### config.mk
export PLATFORM = sky130hd
export DESIGN_NAME = alu_seq
export DESIGN_NICKNAME = d
export VERILOG_FILES = /design/src/rtl/alu_seq.sv
export SDC_FILE = /design/constraint.sdc
export NUM_CORES = 1
export LEC_CHECK = 0
export BUFFER_PORTS_ARGS = -buffer_cell sky130_fd_sc_hd__buf_2
export CAP_MARGIN = 25
export CELL_PAD_IN_SITES_DETAIL_PLACEMENT = 2
export CELL_PAD_IN_SITES_GLOBAL_PLACEMENT = 2
export CORE_MARGIN = 2
export CORE_UTILIZATION = 38
export CTS_CLUSTER_DIAMETER = 30
export CTS_CLUSTER_SIZE = 24
export DETAILED_ROUTE_END_ITERATION = 10
export HOLD_SLACK_MARGIN = 0.02
export PLACE_DENSITY_LB_ADDON = 0.1
export SLEW_MARGIN = 30
export SYNTH_ARGS = -nofsm -noshare
export SYNTH_HDL_FRONTEND = slang
export SYNTH_SLANG_ARGS = --single-unit
export TNS_END_PERCENT = 1
### constraint.sdc
create_clock -name clk -period 3.34 [get_ports clk]
set_input_delay 1.002 -clock clk [delete_from_list [all_inputs] [get_ports clk]]
set_output_delay 1.002 -clock clk [all_outputs]
set_load 0.005 [all_outputs]
### src/rtl/alu_seq.sv
// Registered N-bit ALU with start/busy/done handshake: single-cycle logic/arith ops
// plus an unsigned shift-add multiply that retires one multiplier bit per clock.
module alu_seq #(
    parameter int WIDTH = 8
) (
    input  logic             clk,
    input  logic             rst_n,
    input  logic             start,
    input  logic [2:0]       sel,
    input  logic [WIDTH-1:0] inputA,
    input  logic [WIDTH-1:0] inputB,
    output logic             busy,
    output logic             done,
    output logic [WIDTH-1:0] dataOut,
    output logic [WIDTH-1:0] dataOutHi,
    output logic             cout,
    output logic             overflow,
    output logic             zero
);

    localparam int CW = $clog2(WIDTH + 1);
    localparam logic [CW-1:0] LAST_STEP = CW'(WIDTH - 1);

    typedef enum logic [2:0] {
        OP_AND = 3'b000,
        OP_OR  = 3'b001,
        OP_ADD = 3'b010,
        OP_MUL = 3'b011,
        OP_NOR = 3'b100,
        OP_RSV = 3'b101,
        OP_SUB = 3'b110,
        OP_SLT = 3'b111
    } op_e;

    typedef enum logic {
        S_IDLE = 1'b0,
        S_BUSY = 1'b1
    } state_e;

    state_e             state_q, state_d;
    logic [CW-1:0]      cnt_q, cnt_d;
    logic [WIDTH-1:0]   mcand_q, mcand_d;
    logic [2*WIDTH-1:0] prod_q, prod_d;
    logic [WIDTH-1:0]   data_q, data_d;
    logic [WIDTH-1:0]   data_hi_q, data_hi_d;
    logic               cout_q, cout_d;
    logic               ovf_q, ovf_d;
    logic               zero_q, zero_d;
    logic               done_q, done_d;

    // Shared adder: SUB and SLT both form A + ~B + 1.
    logic             is_sub;
    logic [WIDTH-1:0] b_eff;
    logic [WIDTH:0]   sum;
    logic             add_ovf;
    logic [WIDTH-1:0] alu_res;
    logic             alu_cout;
    logic             alu_ovf;
    logic [WIDTH:0]   step_sum;
    logic [2*WIDTH-1:0] step_prod;

    assign is_sub  = (sel == OP_SUB) || (sel == OP_SLT);
    assign b_eff   = is_sub ? ~inputB : inputB;
    assign sum     = {1'b0, inputA} + {1'b0, b_eff} + (WIDTH+1)'(is_sub);
    assign add_ovf = (inputA[WIDTH-1] == b_eff[WIDTH-1]) && (sum[WIDTH-1] != inputA[WIDTH-1]);

    always_comb begin
        // NOTE: every always_comb output gets a default first so no path infers a latch.
        alu_res  = '0;
        alu_cout = 1'b0;
        alu_ovf  = 1'b0;
        case (sel)
            OP_AND: alu_res = inputA & inputB;
            OP_OR:  alu_res = inputA | inputB;
            OP_NOR: alu_res = ~(inputA | inputB);
            OP_ADD, OP_SUB: begin
                alu_res  = sum[WIDTH-1:0];
                alu_cout = sum[WIDTH];
                alu_ovf  = add_ovf;
            end
            OP_SLT: alu_res = {{(WIDTH-1){1'b0}}, sum[WIDTH-1] ^ add_ovf};
            default: alu_res = '0;
        endcase
    end

    // One multiply step: conditionally add the multiplicand into the high half, shift right.
    assign step_sum  = {1'b0, prod_q[2*WIDTH-1:WIDTH]} + (prod_q[0] ? {1'b0, mcand_q} : '0);
    assign step_prod = {step_sum, prod_q[WIDTH-1:1]};

    always_comb begin
        state_d   = state_q;
        cnt_d     = cnt_q;
        mcand_d   = mcand_q;
        prod_d    = prod_q;
        data_d    = data_q;
        data_hi_d = data_hi_q;
        cout_d    = cout_q;
        ovf_d     = ovf_q;
        zero_d    = zero_q;
        done_d    = 1'b0;
        case (state_q)
            S_IDLE: begin
                if (start) begin
                    if (sel == OP_MUL) begin
                        state_d = S_BUSY;
                        cnt_d   = '0;
                        mcand_d = inputA;
                        prod_d  = {{WIDTH{1'b0}}, inputB};
                    end else begin
                        data_d    = alu_res;
                        data_hi_d = '0;
                        cout_d    = alu_cout;
                        ovf_d     = alu_ovf;
                        zero_d    = (alu_res == '0);
                        done_d    = 1'b1;
                    end
                end
            end
            S_BUSY: begin
                prod_d = step_prod;
                cnt_d  = cnt_q + 1'b1;
                if (cnt_q == LAST_STEP) begin
                    state_d   = S_IDLE;
                    data_d    = step_prod[WIDTH-1:0];
                    data_hi_d = step_prod[2*WIDTH-1:WIDTH];
                    cout_d    = 1'b0;
                    ovf_d     = 1'b0;
                    zero_d    = (step_prod[WIDTH-1:0] == '0);
                    done_d    = 1'b1;
                end
            end
            default: state_d = S_IDLE;
        endcase
    end

    always_ff @(posedge clk or negedge rst_n) begin
        if (!rst_n) begin
            state_q   <= S_IDLE;
            cnt_q     <= '0;
            mcand_q   <= '0;
            prod_q    <= '0;
            data_q    <= '0;
            data_hi_q <= '0;
            cout_q    <= 1'b0;
            ovf_q     <= 1'b0;
            zero_q    <= 1'b1;
            done_q    <= 1'b0;
        end else begin
            // NOTE: non-blocking assignments so every register samples pre-edge values.
            state_q   <= state_d;
            cnt_q     <= cnt_d;
            mcand_q   <= mcand_d;
            prod_q    <= prod_d;
            data_q    <= data_d;
            data_hi_q <= data_hi_d;
            cout_q    <= cout_d;
            ovf_q     <= ovf_d;
            zero_q    <= zero_d;
            done_q    <= done_d;
        end
    end

    assign busy      = (state_q == S_BUSY);
    assign done      = done_q;
    assign dataOut   = data_q;
    assign dataOutHi = data_hi_q;
    assign cout      = cout_q;
    assign overflow  = ovf_q;
    assign zero      = zero_q;

endmodule

==> out/metrics.cfg, run 1 <==
[outcome]
status=finished, final reports clean

[sta]
rsz0062_at_grt=false
min_period_over_period_pct=93.3
max_freq_mhz=321
min_period_ps=3120
whs_ps=477
slew_violations=0
clock_skew_ps=16.9
worst_slack_ps=223
slew_headroom_pct=40.6
hold_violations=0
worstMarginPinSlew_ps=888
setup_violations=0

[clock_tree]
cts-root-buf=clkbuf_8
cts_tree=done
cts_hold_buf=0
post_cts_buffers=0
clk_pin_slew_ps=100
ctsResizeCount=0
cts_buffers=5
clock_latency_ps=320
cts.path.max_buffers=2
ctsHtreeMaxLevel=2
cts_sinks=49

[synth]
synth.distinct_cells=52
synthMostInstantiatedCell=nand2_1
ys.flop_type=dfrtp_1
synthCells=351
synth_nets=393
netlist_area_sq_mm=0.00319
syn_area_per_cell_sq_um=9.08
ys_ff_latch=49
synth_area_leaders=dfrtp_1, ha_1, nand2_1, o21ai_0, xnor2_1
async_flop_share_pct=100
synth_top_area_cell=dfrtp_1
ys_seq_area_share_pct=38.5
ys_top_cells_by_count=nand2_1, dfrtp_1, o21ai_0
yosysWarnings=0
synth_edf_count=0
synth_top_cell_area_share_pct=37.7

[setup_path]
cp_max_fo=6
startpoint_type=input port
r2r_slack_ps=790
worst-r2r-cell-count=9
critPathCaptureType=flop
crit_type=input port to flop
r2r-start=prod_q[0]
worstSetupStartpoint=sel[1]
cp.arrival_ps=3340
crit_required_ps=3570
endpoint=zero
r2r_end=dataOutHi[5]

[drt]
viasPerCell=5.60
drt-initial-drc-count=92
wirelength_mm=10.2
final_antenna_net_count=0
num_vias=2855
drc=0
wl_per_cell_um=20.0
drtPass1Iterations=4

[floorplan]
initial_utilization_pct=39.0
die_h_um=95.6
core_sq_mm=0.00818
ioPinCount=43
die_w_um=95.6
fp.dieArea_sq_mm=0.00914
rows=33

[place]
dpl_worst_slack_ps=-116
dp_hpwl_mm=7.82
portBuffers=42
gp_congestion=0.841

[power_and_ir_drop]
vdd_drop_max_uv=309
power_frac_clock_pct=15.0
combinationalPowerShare_pct=49.7
p_sw_share_pct=42.4
internal_power_w=0.00177
p_leak_nw=1.80
p_total_w=0.00307
p_sw_w=0.00130
seqPwrFrac_pct=35.3
power.density_mw_per_mm2=824

[finish]
drive_above_1_share_pct=21.5
utilization_pct=45.6
synthToLayoutAreaGrowth_pct=16.9
antennaDiodeCount=0
nets=446

[global_route]
grt_max_degree=27
gr-usage-all-layers_pct=23.7
grt_pass1_wl_mm=16.4
overflow=0
grt_pass1_vias=3084
antenna_found_initial=0

[run]
maxCapViolCount=0

[hold_path]
hp-class=flop to flop

-- cells by family after synthesis --
group / after synthesis / share of synthesized area (%)
buffers and inverters: 26 / 3.53
muxes: 17 / 5.73
and+or+nand+nor: 127 / 19.0
xor gates and xnor gates: 16 / 4.40
AOI/OAI and AO/OA: 90 / 18.6
DFF: 49 / 38.5
adders and majority gates: 26 / 10.2
-- registers in the layout, summed over array words and instances (netlist names) --
| name | flops |
|---|---|
| overflow | 1 |
| prod_q | 16 |
| cnt_q | 4 |
| done | 1 |
| dataOut | 8 |
| cout | 1 |
| zero | 1 |
| dataOutHi | 8 |
| mcand_q | 8 |
| busy | 1 |
-- per-layer routing --
layer	global-route usage (%)	routed length, um
met1	31.2	4820
met4	6.07	159
met2	40.9	5020
met3	3.00	225
met5	0	0
-- layout make-up --
type / instances / area, sq um
fillers: 936 / 4450
multi-input cells: 276 / 1860
flip-flops and latches: 49 / 1230
repair buffers: 61 / 353
well taps: 105 / 131
clock buffers: 5 / 68.8
clock inverters: 3 / 43.8
inverters: 11 / 41.3
-- metrics by stage --
stage          setup TNS (ps)  area (sq um)  std cells
4_1_cts                     0          3730        510
2_1_floorplan               0          3200        351
6_report                    0          3730        510
3_5_place_dp             -116          3610        502
3_3_place_gp                0          3610        502
5_1_grt                     0          3730        510
-- worst min-delay path by stage --
stage	startpoint	end	slack, ps	depth (start not counted)
after detailed placement	overflow	overflow	460	2
after floorplan	prod_q[11]	prod_q[11]	450	2
after CTS	overflow	overflow	490	2
final	overflow	overflow	480	2
after global routing	dataOut[4]	dataOut[4]	510	1
after global placement	overflow	overflow	460	2
-- power groups by stage --
stage	clock (W)	sequential [W]	combinational [W]
3_5_place_dp	0	0.00110	0.00154
2_1_floorplan	0	0.00103	0.00105
4_1_cts	0.000473	0.00109	0.00155
3_3_place_gp	0	0.00108	0.00145
5_1_grt	0.000483	0.00113	0.00174
6_report	0.000462	0.00108	0.00153
-- placed cells by master (no fill, tap or decap), types with 4 or more instances in the layout --
cell	instances
a31oi_1	6
inv_1	11
nor2b_1	8
clkbuf_8	5
nor3b_1	6
nand2_1	54
o31ai_1	5
a22oi_1	6
o21a_1	4
dfrtp_1	48
nor2_1	24
ha_1	18
buf_2	42
a21o_1	10
maj3_1	5
buf_4	19
xnor2_1	12
mux2i_1	7
and2_1	11
a21oi_1	14
mux2_2	10
nand3_1	8
o21ai_0	25
-- worst max-delay path, stage by stage --
cell     delay, ps
buf_2          130
nand2_2        160
buf_4          200
xnor2_1        170
ha_1           320
a21oi_1        200
o21ai_0        110
a41oi_1        290
mux2i_1        280
o21ai_0        150
o41ai_2        330
No activity file was read; power rests on OpenSTA's default activity.
==> run 2: changes to the inputs <==
Settings changed: ABC_AREA from default to 1, CORE_UTILIZATION 38 to 35, SKIP_LAST_GASP from default to 1.
==> out/metrics.cfg, run 2 <==
[outcome]
status=finished, final reports clean

[floorplan]
initial_utilization_pct=35.5
ioPinCount=43
die_w_um=100
fp.dieArea_sq_mm=0.0100
rows=35
die_h_um=100
core_sq_mm=0.00911

[synth]
synth.distinct_cells=37
ys.flop_type=dfrtp_1
synth_top_area_cell=dfrtp_1
ys_top_cells_by_count=nand2_1, inv_1, dfrtp_1
synth_edf_count=0
synth_top_cell_area_share_pct=37.2
synth_nets=485
ys_ff_latch=49
async_flop_share_pct=100
netlist_area_sq_mm=0.00323
synthMostInstantiatedCell=nand2_1
yosysWarnings=0
syn_area_per_cell_sq_um=7.29
synthCells=443
synth_area_leaders=dfrtp_1, nand2_1, inv_1, ha_1, nand3_1
ys_seq_area_share_pct=38.0

[finish]
regMostFlops=prod_q
layout_commonest_cell=nand2_1
fill_cells=1097
drive_above_1_share_pct=15.5
largest_reg_flops=16
layout_common_cells=nand2_1, inv_1, dfrtp_1
antennaDiodeCount=0
nets=525
synthToLayoutAreaGrowth_pct=12.7

[sta]
min_period_ps=2760
rsz0062_at_grt=false
slew_headroom_pct=54.7
max_freq_mhz=363
hold_violations=0
setup_violations=0
min_period_over_period_pct=82.5
clock_skew_ps=15.9
slew_violations=0
worstMarginPinSlew_ps=679
setup_tns_ps=0
whs_ps=488

[clock_tree]
cts-root-buf=clkbuf_8
post_cts_buffers=0
ctsHtreeMaxLevel=2
cts_buffers=5
cts_hold_buf=0
cts_tree=done
ctsResizeCount=0
clk_pin_slew_ps=100
cts_sinks=49
cts.path.max_buffers=2
clock_latency_ps=310

[setup_path]
cp_cell_sequence=buf_2 -> nand2_4 -> xor2_1 -> fa_1 -> inv_1 -> nand2_1 -> nand3_1 -> nand2_1 -> nor2_1 -> nand3_1 -> nor2_1 -> nand2_1 -> nor2_2 -> nand3_2 -> a21oi_2
cp_slowest_cell=fa_1
r2r_slack_ps=1090
cp_slowest_stage_delay_ps=480
cp.arrival_ps=3010
cpMostUsedCell=nand2_1
worst-r2r-cell-count=11
crit_required_ps=3590
r2r-start=prod_q[0]
critPathCaptureType=flop
worstSetupStartpoint=sel[2]
critPathBufInv=2
crit_type=input port to flop
startpoint_type=input port
crit_family=simple AND/OR/NAND/NOR gates
cp_max_fo=8
r2r_end=dataOutHi[5]

[global_route]
grt.met2_usage_pct=36.8
antenna_found_initial=0
gr-usage-met1_pct=31.4
overflow=0
grt_pass1_vias=3368
busiest_layer=met2
grt_max_degree=34
grt_pass1_wl_mm=17.4
gr-usage-all-layers_pct=22.1
use_met3_pct=2.79

[drt]
drtPass1Iterations=6
drt-initial-drc-count=72
viasPerCell=5.22
num_vias=3105
final_antenna_net_count=0
wirelength_mm=10.2
drc=0
wl_per_cell_um=17.2

[power_and_ir_drop]
power.density_mw_per_mm2=676
p_leak_nw=2.00
vdd_drop_max_uv=228

[place]
gp_congestion=0.859
dp_hpwl_mm=8.25
portBuffers=42

[hold_path]
min_path_cells=2
min_from=mcand_q[4]
min_to=mcand_q[4]
hp-class=flop to flop

[run]
maxCapViolCount=0

-- run 2: layer usage --
layer / wire length [um] / part of all wire [%] / up-vias
met2: 4800 / 47 / 37
met3: 230 / 2.2 / 6
li1: - / - / 1531
met4: 64 / 0.63 / 0
met1: 5130 / 50 / 1531
met5: 0 / 0 / -
-- run 2: layout make-up --
cell class                 count  area, sq um  area share, %
multi-input combinational    317         1710           46.9
sequential                    49         1230           33.7
timing repair buffer          46          240           6.60
inverter                      64          240           6.60
tap                          111          139           3.81
clock buffer                   6         72.6           1.99
clock inverter                 2         13.8          0.378
-- run 2: worst min-delay path, stage by stage, from the launching register on --
cell and delay (ps):
dfrtp_1 360, nand2_1 60, nand2_1 50
-- run 2: through the flow --
step                      instances  utilization, %  cell area [sq um]  worst slack [ps]  power (W)
after global placement          587            39.0               3560               369    0.00205
after CTS                       595            40.0               3640               568    0.00250
after global routing            595            40.0               3640               391    0.00271
after floorplan                 443               -               3230               590    0.00170
final                           595            40.0               3640               584    0.00246
after detailed placement        587            39.0               3560               283    0.00212
-- run 2: worst max-delay path by stage --
stage	endpoint	depth (start not counted)
finish	zero	15
global route	zero	15
CTS	zero	16
detailed placement	dataOut[7]	13
global placement	zero	16
floorplan	zero	16
-- run 2: kinds of logic (layout without fill, tap and decap cells) --
group,after synthesis,in the layout,share of synthesized area (%)
buffers and inverters,77,118,9.10
DFF,49,49,38.0
adders and majority gates,20,20,8.21
xor gates and xnor gates,7,7,1.90
and+or+nand+nor,214,214,29.3
AOI/OAI and AO/OA,76,76,13.5
-- run 2: power breakdown --
group / internal [W] / total, W / switching, W
sequential: 0.000843 / 0.00102 / 0.000177
combinational: 0.000402 / 0.00108 / 0.000675
clock: 0.000150 / 0.000366 / 0.000216
